<file path="config.mk">
export PLATFORM = sky130hd
export DESIGN_NAME = decoder_rr_arbiter
export DESIGN_NICKNAME = d
export VERILOG_FILES = /design/src/rtl/decoder_rr_arbiter.sv
export SDC_FILE = /design/constraint.sdc
export NUM_CORES = 1
export LEC_CHECK = 0
export CAP_MARGIN = 20
export CORE_ASPECT_RATIO = 1.1
export CORE_UTILIZATION = 45
export CTS_CLUSTER_SIZE = 40
export DETAILED_ROUTE_END_ITERATION = 8
export MAX_ROUTING_LAYER = met4
export PLACE_DENSITY = 0.65
export SYNTH_ARGS = -nofsm -noshare
export SYNTH_HDL_FRONTEND = slang
export SYNTH_SLANG_ARGS = --single-unit
</file>
<file path="constraint.sdc">
create_clock -name clk -period 5.9 [get_ports clk]
set_input_delay 0.59 -clock clk [delete_from_list [all_inputs] [get_ports clk]]
set_output_delay 0.59 -clock clk [all_outputs]
set_load 0.02 [all_outputs]
</file>
<file path="src/rtl/decoder_rr_arbiter.sv">
// Round-robin arbiter sharing one 4-to-16 decoder among N_REQ requesters.
// IDLE -> GRANT -> GAP cycle; the grant is held until done, owner drop, or hold limit.
module decoder_rr_arbiter #(
   parameter int N_REQ    = 16,
   parameter int ADDR_W   = 4,
   parameter int MAX_HOLD = 8
) (
   input  logic              clk,
   input  logic              reset,
   input  logic [N_REQ-1:0]  req,
   input  logic              done,
   output logic              dec_en,
   output logic [ADDR_W-1:0] dec_addr,
   output logic              busy,
   output logic              timeout
);

   localparam int HW = (MAX_HOLD > 0) ? $clog2(MAX_HOLD + 1) : 1;
   localparam logic [HW-1:0] HOLD_LIM = HW'(MAX_HOLD);

   typedef enum logic [1:0] {IDLE, GRANT, GAP} state_t;

   state_t            state;
   logic [ADDR_W-1:0] ptr;
   logic [HW-1:0]     hold_cnt;
   logic [ADDR_W-1:0] winner;
   logic [ADDR_W-1:0] idx;
   logic              found;
   logic              rel;
   logic              lim;

   // First set request scanning from ptr upward; ADDR_W-bit math gives the wrap.
   always_comb begin
      found  = 1'b0;
      winner = ptr;
      idx    = ptr;
      for (int i = 0; i < N_REQ; i++) begin
         idx = ptr + ADDR_W'(i);
         if (!found && req[idx]) begin
            found  = 1'b1;
            winner = idx;
         end
      end
   end

   assign rel = done | ~req[dec_addr];
   assign lim = (MAX_HOLD != 0) && (hold_cnt == HOLD_LIM);

   always_ff @(posedge clk or posedge reset) begin
      if (reset) begin
         state    <= IDLE;
         dec_en   <= 1'b0;
         dec_addr <= '0;
         busy     <= 1'b0;
         timeout  <= 1'b0;
         ptr      <= '0;
         hold_cnt <= '0;
      end else begin
         timeout <= 1'b0;
         case (state)
            IDLE: begin
               if (found) begin
                  dec_addr <= winner;
                  dec_en   <= 1'b1;
                  busy     <= 1'b1;
                  hold_cnt <= HW'(1);
                  state    <= GRANT;
               end
            end
            GRANT: begin
               if (rel || lim) begin
                  dec_en  <= 1'b0;
                  ptr     <= dec_addr + ADDR_W'(1);
                  // A normal release wins over a coincident hold-limit expiry.
                  timeout <= lim & ~rel;
                  state   <= GAP;
               end else if (hold_cnt != '1) begin
                  hold_cnt <= hold_cnt + HW'(1);
               end
            end
            GAP: begin
               busy  <= 1'b0;
               state <= IDLE;
            end
            default: state <= IDLE;
         endcase
      end
   end

endmodule

</file>
==> out/results.txt <==
TritonCTS clock tree -> done
most frequent cell after synthesis -> sky130_fd_sc_hd__mux4_2
total of endpoints with negative setup slack in the final report -> 0
Nets -> 375
slew margin rel. -> 49.6%
max incr delay on CP -> 770 ps
Min-Delay Path Depth -> 2
layout-stage area growth over the synthesis result -> 12.9%
via count of the first global-routing pass -> 2656
Die Outline Area -> 6730 sq um
share of synthesized registers carrying an async set or reset -> 100%
area share of the largest cell type after synthesis -> 21.9%
RR Endpoint -> dec_addr[3]$_DFFE_PP0P_
number of gates resized after cts -> 0
Data arrival, critical path -> 4820 ps
master of the slowest instance on the critical path -> sky130_fd_sc_hd__ha_1
Fmax -> 0.214 GHz
Crit path buffers/inverters -> 2
fin util -> 52.5%
Max H-tree Level -> 1
most used standard cells in the synthesized netlist -> 28 x sky130_fd_sc_hd__mux4_2, 26 x sky130_fd_sc_hd__nor2_1, 23 x sky130_fd_sc_hd__nand2_1, 23 x sky130_fd_sc_hd__o21ai_0, 20 x sky130_fd_sc_hd__a21oi_1
placeable core region -> 6190 sq um
Crit Path Max Fanout -> 17
Diodes inserted -> 0
DP Cell Count -> 421
critical path cell sequence -> inv_1 > ha_1 > mux4_2 > mux2_2 > mux2i_2 > buf_4 > or4b_1 > or4_4 > or3_1 > o2111ai_1 > nand3_1 > a22o_1
number of setup buffers added after CTS -> 0
antenna violations before repair -> 0
leading area contributor after synthesis -> sky130_fd_sc_hd__mux4_2
crit end category -> register
die extent in x -> 78.3 microns
r2r startpoint -> ptr[1]$_DFFE_PP0P_
vias per cell -> 6.63
post-synthesis sequential area ratio -> 14.8%
path type of the worst min-delay path -> register to register
std cell rows -> 30
Period minus WS final -> 4670 ps
Synth Flop Type -> sky130_fd_sc_hd__dfrtp_1
Detail Route Antenna Nets -> 0
synthesized netlist cell count -> 327
number of sinks driven by the clock tree -> 17
Post-CTS Hold Buffers -> 0
family with the most delay on the worst path -> simple AND/OR/NAND/NOR gates
post-synthesis cell type count -> 58
Slew Limit Fails -> 0
RSZ-0062 raised after global routing -> no
outcome -> complete, no violations
total length of routed wires -> 8640 microns
WS Path Type -> register to register
depth of the most critical reg-to-reg path -> 12
nature of the critical path startpoint -> register
syn_nets -> 356
synthesized area -> 2880 sq um
total global routing overflow -> 0
count of placed standard cells in the final layout, fillers left out -> 425
total global-route track usage -> 27.4%
WL per Instance -> 20.3 microns
total of flip-flops plus latches after synthesis -> 17
post-synthesis average cell area -> 8.81 sq um
worst slack on hold paths -> 538 ps
clock buffer count from CTS -> 3
Final Cycle Share -> 79.2%
Final Hold Fails -> 0
global-route wire length before repair -> 13900 microns
die height -> 85.9 microns
drt drc -> 0
flop-to-flop setup slack -> 1230 ps
number of buffer cells added on primary ports -> 25
number of max-capacitance violations reported -> 0
layout cell share with drive strength beyond 1 -> 15.7%
Worst-Skew Late Latency -> 260 ps
buffer levels on the longest clock path -> 2
largest net degree at the start of global routing -> 24
number of violations reported at the end of detailed-routing iteration 0 -> 275
effective utilization at floorplan -> 46.5%
post-detail-place hpwl -> 6720 microns
DRT Pass-1 Iters -> 8
required time at the worst-slack endpoint -> 6050 ps
I/O pin count -> 26
setup tns final -> 0 ps
total vias in the final route -> 2819
critical hold path startpoint -> busy$_DFFE_PP0P_
Yosys warnings -> 0
CTS Root Buffer Type -> sky130_fd_sc_hd__clkbuf_8
slew at the pin closest to its max-slew limit -> 755 ps
Hold EP -> busy$_DFFE_PP0P_
EDFF count, synth -> 0
main area contributors after synthesis -> sky130_fd_sc_hd__mux4_2 22%, sky130_fd_sc_hd__dfrtp_1 15%, sky130_fd_sc_hd__mux2i_1 6.3%, sky130_fd_sc_hd__ha_1 4.3%, sky130_fd_sc_hd__o21ai_0 4.0%
final RePlAce weighted congestion -> 0.953
clock-pin slew on the worst setup and hold paths -> 70 ps
worst clock skew -> 4.45 ps
per-stage QoR:
step           setup slack [ps]  instance area [sq um]
2_1_floorplan              1120                   2880
3_3_place_gp               1350                   3210
3_5_place_dp               1290                   3210
4_1_cts                    1270                   3250
5_1_grt                    1000                   3250
6_report                   1230                   3250
logic make-up after synthesis:
logic type | synth area share (%)
simple gates | 17.6
compound gates | 20.5
mux | 32.5
buf+inv | 5.08
xor+xnor | 5.17
flops | 14.8
fa+ha+maj | 4.34
metal layers:
metal	track usage (%)	vias up	routed length (microns)
met5	-	-	0
met4	9.09	0	305
met3	1.60	32	503
met2	46.8	132	4290
met1	34.6	1352	3550
li1	-	1303	-
final cells by class:
type,count,area (sq um)
clock inverter,1,7.51
multi-input combinational,274,2310
clock buffer,3,41.3
timing repair buffer,32,303
sequential,17,425
fill,593,2940
tap,80,100
inverter,18,67.6
worst max-delay path by stage:
stage / from / to / cells past startpoint
3_5_place_dp: ptr[1]$_DFFE_PP0P_ / dec_addr[3]$_DFFE_PP0P_ / 12
2_1_floorplan: ptr[1]$_DFFE_PP0P_ / dec_addr[3]$_DFFE_PP0P_ / 14
4_1_cts: ptr[1]$_DFFE_PP0P_ / dec_addr[3]$_DFFE_PP0P_ / 12
3_3_place_gp: ptr[1]$_DFFE_PP0P_ / dec_addr[3]$_DFFE_PP0P_ / 12
5_1_grt: ptr[2]$_DFFE_PP0P_ / dec_addr[3]$_DFFE_PP0P_ / 10
6_report: ptr[1]$_DFFE_PP0P_ / dec_addr[3]$_DFFE_PP0P_ / 12
worst reg2reg max path, cell delays in order, from the launching register on:
cell	delay, ps
sky130_fd_sc_hd__dfrtp_1	350
sky130_fd_sc_hd__inv_1	130
sky130_fd_sc_hd__ha_1	770
sky130_fd_sc_hd__mux4_2	660
sky130_fd_sc_hd__mux2_2	310
sky130_fd_sc_hd__mux2i_2	140
sky130_fd_sc_hd__buf_4	180
sky130_fd_sc_hd__or4b_1	610
sky130_fd_sc_hd__or4_4	600
sky130_fd_sc_hd__or3_1	390
sky130_fd_sc_hd__o2111ai_1	140
sky130_fd_sc_hd__nand3_1	100
sky130_fd_sc_hd__a22o_1	200
layout by cell type, fill, tap and decap left out, drive strengths merged, types with 4 or more instances in the layout:
cell	synthesis	layout
xor2	8	8
buf	6	7
mux2	10	10
nor2b	5	5
nand3	9	9
nor2	26	26
mux4	28	28
dfrtp	17	17
clkdlybuf4s50	0	25
mux2i	19	19
o22ai	6	6
inv	17	17
a211oi	6	6
nor3	5	5
and3	4	4
a21oi	20	20
o21ai	24	24
or4	4	4
a31oi	4	4
nand2	23	23
ha	10	10
nand2b	6	6
xnor2	9	9
o211ai	4	4
flip-flops by register name, indices dropped and copies added (netlist names):
signal,cells
hold_cnt,4
busy,1
dec_addr,4
state,2
dec_en,1
ptr,4
timeout,1
Power is left out: the tool's default activity adds up to more than one toggle a clock period on the data nets, which glitch-free logic cannot reach.
